<file path="src/rtl/match_engine.sv">
// rtl/match_engine.sv - parametrised card-matching engine for the Memory Game
// Optional feature macro: MATCH_ENGINE_MISS_CTR_EN (implements miss_ctr; otherwise tied to 0)
module match_engine #(
  parameter int MAX_CARDS   = 32,
  parameter int ADDR_W      = 5,
  parameter int COLOR_W     = 4,
  parameter int MATCH_SIZE  = 2,
  parameter int HOLD_CYCLES = 50_000_000,
  parameter int HOLD_W      = 26,
  parameter int CTR_W       = 8
) (
  input  logic                 clk,
  input  logic                 rst,
  input  logic [ADDR_W:0]      num_of_cards,
  input  logic                 start,
  input  logic                 ld_valid,
  input  logic [ADDR_W-1:0]    ld_address,
  input  logic [COLOR_W-1:0]   ld_color,
  input  logic                 ld_done,
  input  logic                 click_valid,
  input  logic [ADDR_W-1:0]    click_address,
  output logic                 click_ready,
  input  logic [ADDR_W-1:0]    rd_address,
  output logic [COLOR_W+1:0]   rd_data,
  output logic                 update_cards,
  output logic                 busy,
  output logic                 game_done,
  output logic [CTR_W-1:0]     matched_groups_ctr,
  output logic [CTR_W-1:0]     moves_ctr,
  output logic [CTR_W-1:0]     miss_ctr
);

  typedef enum logic [2:0] {
    S_IDLE    = 3'd0,
    S_LOAD    = 3'd1,
    S_PLAY    = 3'd2,
    S_HOLD    = 3'd3,
    S_COMPARE = 3'd4,
    S_DONE    = 3'd5
  } state_t;

  localparam logic [1:0]        CS_HIDDEN   = 2'b00;
  localparam logic [1:0]        CS_REVEALED = 2'b01;
  localparam logic [1:0]        CS_MATCHED  = 2'b10;
  localparam logic [ADDR_W:0]   CARD_LIM    = MAX_CARDS[ADDR_W:0];
  localparam logic [ADDR_W:0]   GROUP_DIV   = MATCH_SIZE[ADDR_W:0];
  localparam logic [HOLD_W-1:0] HOLD_LAST   = HOLD_W'(HOLD_CYCLES - 1);
  localparam logic [2:0]        PICK_LAST   = 3'(MATCH_SIZE - 1);

  state_t               r_state;
  state_t               w_next_state;
  logic [COLOR_W-1:0]   r_color  [MAX_CARDS];
  logic [1:0]           r_cstate [MAX_CARDS];
  logic [ADDR_W:0]      r_num;
  logic [ADDR_W:0]      r_target;
  logic [ADDR_W-1:0]    r_pick   [MATCH_SIZE];
  logic [2:0]           r_pick_cnt;
  logic [HOLD_W-1:0]    r_hold_cnt;
  logic [CTR_W-1:0]     r_matched;
  logic [CTR_W-1:0]     r_moves;
  logic [COLOR_W+1:0]   r_rd_data;
  logic                 r_update;

  logic                 w_click_hs;
  logic                 w_click_in_range;
  logic                 w_reveal;
  logic                 w_last_pick;
  logic                 w_ld_wr;
  logic                 w_hold_done;
  logic                 w_all_eq;
  logic                 w_in_compare;
  logic [CTR_W-1:0]     w_matched_inc;
  logic                 w_reach_target;

  // A click that lands while start is high is consumed but has no effect.
  assign w_click_hs       = click_valid & (r_state == S_PLAY);
  assign w_click_in_range = ({1'b0, click_address} < r_num) && ({1'b0, click_address} < CARD_LIM);
  assign w_reveal         = w_click_hs & ~start & w_click_in_range &
                            (r_cstate[click_address] == CS_HIDDEN);
  assign w_last_pick      = w_reveal & (r_pick_cnt == PICK_LAST);
  assign w_ld_wr          = (r_state == S_LOAD) & ~start & ld_valid &
                            ({1'b0, ld_address} < r_num) && ({1'b0, ld_address} < CARD_LIM);
  assign w_hold_done      = (r_hold_cnt == HOLD_LAST);
  assign w_in_compare     = (r_state == S_COMPARE);
  assign w_matched_inc    = (r_matched == '1) ? r_matched : r_matched + 1'b1;
  assign w_reach_target   = (32'(w_matched_inc) == 32'(r_target));

  // Group compare: every picked colour must equal the first pick's colour.
  always_comb begin
    w_all_eq = 1'b1;
    for (int i = 1; i < MATCH_SIZE; i++) begin
      if (r_color[r_pick[i]] != r_color[r_pick[0]]) w_all_eq = 1'b0;
    end
  end

  // Game state register.
  always_ff @(posedge clk or negedge rst) begin
    if (!rst) r_state <= S_IDLE;
    else      r_state <= w_next_state;
  end

  // Next-state decode and status outputs; start overrides every state.
  always_comb begin
    w_next_state = r_state;
    click_ready  = 1'b0;
    busy         = 1'b0;
    game_done    = 1'b0;
    case (r_state)
      S_IDLE:    ;
      S_LOAD: begin
        busy = 1'b1;
        if (ld_done) w_next_state = (r_target == '0) ? S_DONE : S_PLAY;
      end
      S_PLAY: begin
        click_ready = 1'b1;
        if (w_last_pick) w_next_state = S_HOLD;
      end
      S_HOLD: begin
        busy = 1'b1;
        if (w_hold_done) w_next_state = S_COMPARE;
      end
      S_COMPARE: begin
        busy         = 1'b1;
        w_next_state = (w_all_eq && w_reach_target) ? S_DONE : S_PLAY;
      end
      S_DONE:    game_done = 1'b1;
      default:   w_next_state = S_IDLE;
    endcase
    if (start) w_next_state = S_LOAD;
  end

  // Card store: colour loads, reveals, and the compare verdict on the picked group.
  always_ff @(posedge clk or negedge rst) begin
    if (!rst) begin
      for (int i = 0; i < MAX_CARDS; i++) begin
        r_color[i]  <= '0;
        r_cstate[i] <= CS_HIDDEN;
      end
    end else if (start) begin
      for (int i = 0; i < MAX_CARDS; i++) r_cstate[i] <= CS_HIDDEN;
    end else begin
      if (w_ld_wr)  r_color[ld_address]     <= ld_color;
      if (w_reveal) r_cstate[click_address] <= CS_REVEALED;
      if (w_in_compare) begin
        for (int i = 0; i < MATCH_SIZE; i++)
          r_cstate[r_pick[i]] <= w_all_eq ? CS_MATCHED : CS_HIDDEN;
      end
    end
  end

  // Game setup latch: active card count and number of groups needed to win.
  always_ff @(posedge clk or negedge rst) begin
    if (!rst) begin
      r_num    <= '0;
      r_target <= '0;
    end else if (start) begin
      r_num    <= num_of_cards;
      r_target <= num_of_cards / GROUP_DIV;
    end
  end

  // Pick list and pick count; cleared by start and after each compare.
  always_ff @(posedge clk or negedge rst) begin
    if (!rst) begin
      r_pick_cnt <= '0;
      for (int i = 0; i < MATCH_SIZE; i++) r_pick[i] <= '0;
    end else if (start) begin
      r_pick_cnt <= '0;
      for (int i = 0; i < MATCH_SIZE; i++) r_pick[i] <= '0;
    end else if (w_in_compare) begin
      r_pick_cnt <= '0;
    end else if (w_reveal) begin
      r_pick_cnt <= r_pick_cnt + 1'b1;
      for (int i = 0; i < MATCH_SIZE; i++)
        if (r_pick_cnt == 3'(i)) r_pick[i] <= click_address;
    end
  end

  // Reveal hold timer; runs only while in HOLD.
  always_ff @(posedge clk or negedge rst) begin
    if (!rst)                                   r_hold_cnt <= '0;
    else if (r_state == S_HOLD && !w_hold_done) r_hold_cnt <= r_hold_cnt + 1'b1;
    else                                        r_hold_cnt <= '0;
  end

  // Saturating matched-group and move counters.
  always_ff @(posedge clk or negedge rst) begin
    if (!rst) begin
      r_matched <= '0;
      r_moves   <= '0;
    end else if (start) begin
      r_matched <= '0;
      r_moves   <= '0;
    end else begin
      if (w_in_compare && w_all_eq)      r_matched <= w_matched_inc;
      if (w_last_pick && r_moves != '1)  r_moves   <= r_moves + 1'b1;
    end
  end

`ifdef MATCH_ENGINE_MISS_CTR_EN
  logic [CTR_W-1:0] r_miss;

  // Saturating miss counter for failed group attempts.
  always_ff @(posedge clk or negedge rst) begin
    if (!rst)                                          r_miss <= '0;
    else if (start)                                    r_miss <= '0;
    else if (w_in_compare && !w_all_eq && r_miss != '1) r_miss <= r_miss + 1'b1;
  end

  assign miss_ctr = r_miss;
`else
  assign miss_ctr = '0;
`endif

  // Renderer read port (one-cycle latency) and board-change pulse.
  always_ff @(posedge clk or negedge rst) begin
    if (!rst) begin
      r_rd_data <= '0;
      r_update  <= 1'b0;
    end else begin
      r_rd_data <= ({1'b0, rd_address} < CARD_LIM) ?
                   {r_color[rd_address], r_cstate[rd_address]} : '0;
      r_update  <= start | w_ld_wr | w_reveal | w_in_compare;
    end
  end

  assign rd_data            = r_rd_data;
  assign update_cards       = r_update;
  assign matched_groups_ctr = r_matched;
  assign moves_ctr          = r_moves;

endmodule

</file>
<file path="config.mk">
export PLATFORM = sky130hd
export DESIGN_NAME = match_engine
export DESIGN_NICKNAME = d
export VERILOG_FILES = /design/src/rtl/match_engine.sv
export SDC_FILE = /design/constraint.sdc
export NUM_CORES = 1
export LEC_CHECK = 0
export CORE_UTILIZATION = 30
export DETAILED_ROUTE_END_ITERATION = 10
export PLACE_DENSITY = 0.56
export SLEW_MARGIN = 20
export SYNTH_ARGS = -nofsm -noshare
export SYNTH_HDL_FRONTEND = slang
export SYNTH_SLANG_ARGS = --single-unit
</file>
<file path="constraint.sdc">
create_clock -name clk -period 2.5 [get_ports clk]
set_input_delay 0.375 -clock clk [delete_from_list [all_inputs] [get_ports clk]]
set_output_delay 0.375 -clock clk [all_outputs]
set_load 0.01 [all_outputs]
</file>
==> impl_metrics.py, run 1 <==
metrics = {
    "synth": {
        "yosys.area.top_type_share": 0.409,
        "synth_top_area_cell": "dfrtp_1",
        "syn_inst": 1503,
        "synthFlopType": "dfrtp_1",
        "async_flop_share": 1.00,
        "synthTopCellsByCount": "dfrtp_1 (263), mux2i_1 (138), mux2_2 (137)",
        "synth_area_per_cell_um2": 10.7,
        "syn_area_um2": 16100,
        "synth_cell_type_count": 66,
        "yosysWarnings": 0,
        "ys_seq_area_frac": 0.409,
        "ys_seq_elements": 263,
        "synth-edff-count": 0,
        "synth.area.top_cells": "dfrtp_1 (41%), mux2_2 (9.6%), mux2i_1 (8.6%)",
        "synth.most_common_cell": "dfrtp_1",
    },
    "sta": {
        "max_freq_mhz": 330,
        "setup_viol": 190,
        "clock_skew_ns": 0.0157,
        "drv_slew": 0,
        "hold_slack_ns": 0.115,
        "tightest_slew_ns": 1.11,
        "fin_crit_ns": 3.03,
        "slew_headroom": 0.262,
        "fin_crit_sh": 1.21,
        "rsz0062_at_grt": "yes",
        "setup_slack_ns": -0.528,
        "finalHoldViolCount": 0,
        "setup_tns_ns": -31.50,
    },
    "critical_path": {
        "crit_required_ns": 2.99,
        "cp_cell_sequence": "buf_12 -> buf_16 -> mux2i_1 -> buf_4 -> o22ai_1 -> nor4_2 -> nand2_1 -> xnor2_2 -> nand4_1 -> buf_6 -> or4_4 -> a21oi_2",
        "cp_slowest_cell": "dfrtp_4",
        "worstPathMaxFanout": 7,
        "path_class": "flip-flop to flip-flop",
        "end_kind": "flip-flop",
        "cp_data_arrival_time_ns": 3.52,
        "cp_slowest_stage_delay_ns": 0.57,
        "critPathLaunchType": "flip-flop",
    },
    "floorplan": {
        "initial_core_util": 0.305,
        "core_region_area_um2": 52800,
        "rows": 84,
        "die_w_um": 234,
        "die-area_um2": 54500,
        "top_level_ports": 65,
        "die_y_um": 234,
    },
    "final_layout": {
        "drive_gt1_frac": 0.430,
        "design_area_um2": 22700,
        "syn2layout_area_growth_pct": 40.9,
        "nNetsFinal": 1822,
        "antennaDiodeCount": 0,
        "finalNonFillerCells": 2485,
    },
    "flow_run": {
        "drv_cap": 0,
    },
    "drt": {
        "drt-total-wl_um": 61200,
        "vias": 14146,
        "post_drt_via_cell_ratio": 5.69,
        "antenna_left": 0,
        "drc": 13,
        "drt_iter0_markers": 1397,
        "avgRoutedWirePerCell_um": 24.6,
        "first_pass_iters": 8,
    },
    "clock_tree": {
        "cts_tree": "yes",
        "cts_max_path_buffers": 3,
        "htreeDepth": 1,
        "cts_buffers": 30,
        "cts_root_buf": "clkbuf_16",
        "clock-sinks": 263,
        "clkLatencyLatePin_ns": 0.58,
        "clk_pin_slew_ns": 0.06,
    },
    "global_route": {
        "grt_pass1_vias": 13921,
        "antenna_found_initial": 2,
        "grt_pass1_wl_um": 89000,
        "overflow": 0,
        "grt_max_degree": 100,
        "grt_usage": 0.215,
    },
    "worst_hold_path": {
        "hp-class": "input pin to flip-flop",
    },
    "run_status": {
        "violations": "DRC, setup timing",
        "status": "finished with violations",
    },
    "place": {
        "gp_congestion": 1.02,
        "dp.cells": 2390,
        "dp_hpwl_um": 42400,
        "dp_slack_ns": -0.952,
        "placed_cell_area_um2": 19300,
        "portBuffers": 56,
    },
    "power_and_ir_drop": {
        "leakagePower_nw": 8.82,
        "p_per_area_nw_per_um2": 533,
        "peakVddDrop_mv": 0.487,
    },
}
## metrics by stage
stage,util,total power [mW]
finish,0.430,12.1
CTS,0.402,11.6
floorplan,-,5.80
detailed placement,0.366,6.98
global placement,0.366,6.95
global route,0.430,12.5
## critical path, delay by kind of cell, from the launching register on
kind / cells / cell delay, ns
muxes: 1 / 0.20
buffers and inverters: 4 / 0.68
DFF: 1 / 0.57
xor gates and xnor gates: 1 / 0.19
and+or+nand+nor: 4 / 1.08
AOI/OAI and AO/OA: 2 / 0.21
## final cells by class
class | instances | area [um^2]
Tap cell | 688 | 861
Multi-Input combinational cell | 1109 | 10600
Inverter | 18 | 67.6
Sequential cell | 263 | 6600
Clock inverter | 8 | 68.8
Fill cell | 4925 | 30100
Clock buffer | 44 | 895
Timing Repair Buffer | 355 | 3570
## placed cells by master (no fill, tap or decap), types with 9 or more instances in the layout
| cell | n |
|---|---|
| nand3_1 | 42 |
| a21oi_2 | 21 |
| nor2_4 | 27 |
| xor2_1 | 16 |
| mux2i_2 | 26 |
| mux2_2 | 36 |
| xnor2_1 | 15 |
| a211oi_1 | 34 |
| nand3b_1 | 9 |
| nand2b_1 | 13 |
| buf_6 | 45 |
| o22ai_1 | 71 |
| and3_1 | 11 |
| mux2i_1 | 95 |
| nor4_2 | 10 |
| inv_1 | 14 |
| o21ai_0 | 20 |
| buf_4 | 210 |
| mux2_4 | 101 |
| nor3b_1 | 9 |
| or3_1 | 11 |
| mux4_2 | 61 |
| nand4_1 | 10 |
| ha_1 | 11 |
| mux2i_4 | 17 |
| a21oi_1 | 62 |
| nand4b_1 | 9 |
| nor3_1 | 11 |
| clkbuf_16 | 35 |
| buf_12 | 34 |
| nor2_1 | 63 |
| o22ai_2 | 23 |
| nand3_2 | 13 |
| clkdlybuf4s50_1 | 47 |
| nand2_1 | 106 |
| dfrtp_1 | 255 |
## layer usage
metal | part of all wire | track usage
met2 | 0.47 | 0.343
met3 | 0.061 | 0.0275
met1 | 0.44 | 0.300
met5 | 0.00043 | 0
met4 | 0.033 | 0.0682
## power breakdown
part | internal, mW | total, mW | switching, mW
combinational | 1.44 | 2.86 | 1.42
clock | 2.55 | 4.39 | 1.83
sequential | 4.52 | 4.83 | 0.315
## kinds of logic after synthesis
| group | Yosys count | synth area share |
|---|---|---|
| simple gates | 440 | 0.149 |
| mux | 336 | 0.267 |
| compound gates | 276 | 0.107 |
| flops | 263 | 0.409 |
| buf+inv | 138 | 0.0370 |
| xor+xnor | 35 | 0.0191 |
| fa+ha+maj | 14 | 0.0109 |
| other cells | 1 | 0.000233 |
## worst paths after layout
path / slack [ns] / endpoint / startpoint / cells past startpoint
setup reg to reg: -0.53 / matched_groups_ctr[3] / r_pick[6] / 12
min in group asynchronous: 0.41 / r_hold_cnt[23] / rst / 2
setup / recovery: -0.53 / matched_groups_ctr[3] / r_pick[6] / 12
hold / removal: 0.12 / r_state[2] / start / 3
max in group asynchronous: 1.24 / r_color[25] / rst / 3
hold reg to reg: 0.49 / r_hold_cnt[0] / r_hold_cnt[0] / 1
## registers in the layout, summed over array words and instances (netlist names), 6 cells and up
signal	count
r_num	6
moves_ctr	8
r_hold_cnt	26
r_pick	10
r_cstate	64
r_color	128
matched_groups_ctr	8
rd_data	6
## timing repair
item | in CTS | in global routing
cloned | 4 | 5
gates resized for setup | 171 | 256
pin swaps | 52 | 82
hold buffers | 1 | 0
endpoints found under the setup margin | 227 | 223
buffers inserted | 10 | 28
hold endpoints to repair | 72 | 0
Note: power is estimated with default switching activity, not from simulation.
==> run 2, diff against run 1 <==
CORE_MARGIN = 4   (was unset)
==> run 2 against run 1 <==
Against the previous run: the run ends with setup timing left; highest routed layer unchanged; global-route usage fell by 0.69 points; via count rose by 1.2%; cell count rose by 0.24%; register-to-register slack got worse by 0.03 ns; core utilization barely moved; critical path type unchanged.
==> impl_metrics.py, run 2 (synthesis gave the netlist of run 1 again) <==
metrics = {
    "sta": {
        "clock_skew_ns": 0.0148,
        "slew_headroom": 0.170,
        "hold_slack_ns": 0.223,
        "fin_crit_sh": 1.22,
        "finalHoldViolCount": 0,
        "drv_slew": 0,
        "fin_crit_ns": 3.06,
        "rsz0062_at_grt": "yes",
        "setup_slack_ns": -0.558,
        "tightest_slew_ns": 1.25,
        "setup_viol": 185,
        "max_freq_mhz": 327,
    },
    "critical_path": {
        "r2r-start": "r_pick[6]",
        "path_class": "flip-flop to flip-flop",
        "critPathLaunchType": "flip-flop",
        "reg2reg_to": "matched_groups_ctr[3]",
        "rrSetupSlack_ns": -0.56,
        "end_kind": "flip-flop",
        "worstPathMaxFanout": 7,
        "cp_data_arrival_time_ns": 3.57,
        "crit_required_ns": 3.01,
        "reg2regPathDepth": 12,
    },
    "global_route": {
        "grt_usage": 0.208,
        "antenna_found_initial": 3,
        "grt_max_degree": 89,
        "grt_pass1_vias": 14237,
        "overflow": 0,
        "grt_pass1_wl_um": 92400,
    },
    "place": {
        "dp_slack_ns": -0.814,
        "portBuffers": 56,
        "dp_hpwl_um": 43400,
        "gp_congestion": 0.957,
        "dp.cells": 2409,
    },
    "drt": {
        "drc": 0,
        "vias": 14310,
        "drt_iter0_markers": 1162,
        "drt-total-wl_um": 61700,
        "avgRoutedWirePerCell_um": 24.8,
        "post_drt_via_cell_ratio": 5.74,
        "antenna_left": 0,
        "first_pass_iters": 5,
    },
    "worst_hold_path": {
        "hp-class": "input pin to flip-flop",
        "min_to": "matched_groups_ctr[3]",
        "hold_depth": 3,
        "hold_path.startpoint": "start",
    },
    "power_and_ir_drop": {
        "peakVddDrop_mv": 0.509,
        "p_per_area_nw_per_um2": 533,
        "leakagePower_nw": 8.84,
    },
    "floorplan": {
        "die_y_um": 240,
        "die-area_um2": 57400,
        "die_w_um": 240,
        "rows": 84,
        "top_level_ports": 65,
        "initial_core_util": 0.304,
        "core_region_area_um2": 52900,
    },
    "run_status": {
        "status": "finished with violations",
        "violations": "setup timing",
    },
    "final_layout": {
        "largest_reg_flops": 128,
        "drive_gt1_frac": 0.444,
        "final_common_cell": "dfrtp_1",
        "top_register": "r_color",
        "finalNonFillerCells": 2491,
        "nNetsFinal": 1828,
        "layout_common_cells": "dfrtp_1 (257), buf_4 (229), mux2i_1 (114)",
        "antennaDiodeCount": 0,
        "reg_top3": "r_color: 128 flops, r_cstate: 64 flops, r_hold_cnt: 26 flops",
        "fillers": 4894,
        "syn2layout_area_growth_pct": 41.3,
    },
    "clock_tree": {
        "clk_pin_slew_ns": 0.06,
        "cts_tree": "yes",
        "clkLatencyLatePin_ns": 0.59,
        "cts_root_buf": "clkbuf_16",
        "cts_max_path_buffers": 3,
        "clock-sinks": 263,
        "htreeDepth": 1,
        "cts_buffers": 30,
    },
    "flow_run": {
        "drv_cap": 0,
    },
}
==> run 2: worst max-delay path by stage <==
stage,from,cells after the start,to,slack (ns)
2_1_floorplan,r_num[1],9,r_color[100],-0.04
3_3_place_gp,click_address[1],12,r_cstate[34],-0.82
3_5_place_dp,click_address[1],12,r_pick[9],-0.81
4_1_cts,r_pick[6],12,matched_groups_ctr[3],-0.49
5_1_grt,r_pick[6],12,matched_groups_ctr[3],-0.68
6_report,r_pick[6],12,matched_groups_ctr[3],-0.56
==> run 2: power by group <==
part | total (mW) | internal, mW | switching (mW)
combinational | 2.72 | 1.35 | 1.37
sequential | 4.84 | 4.52 | 0.322
clock | 4.57 | 2.69 | 1.88
total | 12.1 | 8.56 | 3.57
==> run 2: worst max-delay path, cell delays in order (launching register included) <==
cell and delay, ns:
dfrtp_4 0.57, buf_12 0.18, buf_4 0.14, buf_16 0.14, mux2i_4 0.19, o22ai_2 0.11
nor4_2 0.29, nand2_1 0.15, xnor2_2 0.20, nand4_1 0.23, buf_6 0.22, or4_4 0.41
a21oi_2 0.14
==> run 2: layout make-up <==
class	instances	area [um^2]	area share
Clock buffer	38	811	0.0357
Clock inverter	14	190	0.00837
Inverter	18	70.1	0.00308
Multi-Input combinational cell	1109	10700	0.471
Sequential cell	263	6590	0.290
Tap cell	688	861	0.0379
Timing Repair Buffer	361	3500	0.154
==> run 2: layer usage <==
metal	GRT usage	up-vias	share of wire
met1	0.291	7411	0.43
met5	0	-	0.00049
met4	0.0536	4	0.027
li1	-	6237	-
met2	0.338	541	0.47
met3	0.0334	117	0.067
==> run 2: what timing repair did <==
| item | 4_1_cts | 5_1_grt |
|---|---|---|
| endpoints found under the setup margin | 224 | 224 |
| gates cloned | 5 | 2 |
| buffers inserted | 12 | 10 |
| hold buffers | 1 | 0 |
| pin swaps | 88 | 81 |
| hold endpoints to repair | 43 | 0 |
| gates resized for setup | 294 | 141 |
==> run 2: stage by stage <==
step	utilization	setup TNS [ns]	power, mW	cell area (um^2)
floorplan	-	-0.759	5.80	16200
global placement	0.367	-134.33	7.02	19400
detailed placement	0.367	-134.62	7.05	19400
CTS	0.415	-24.64	11.9	21900
global route	0.430	-53.68	12.5	22700
finish	0.430	-33.33	12.1	22700
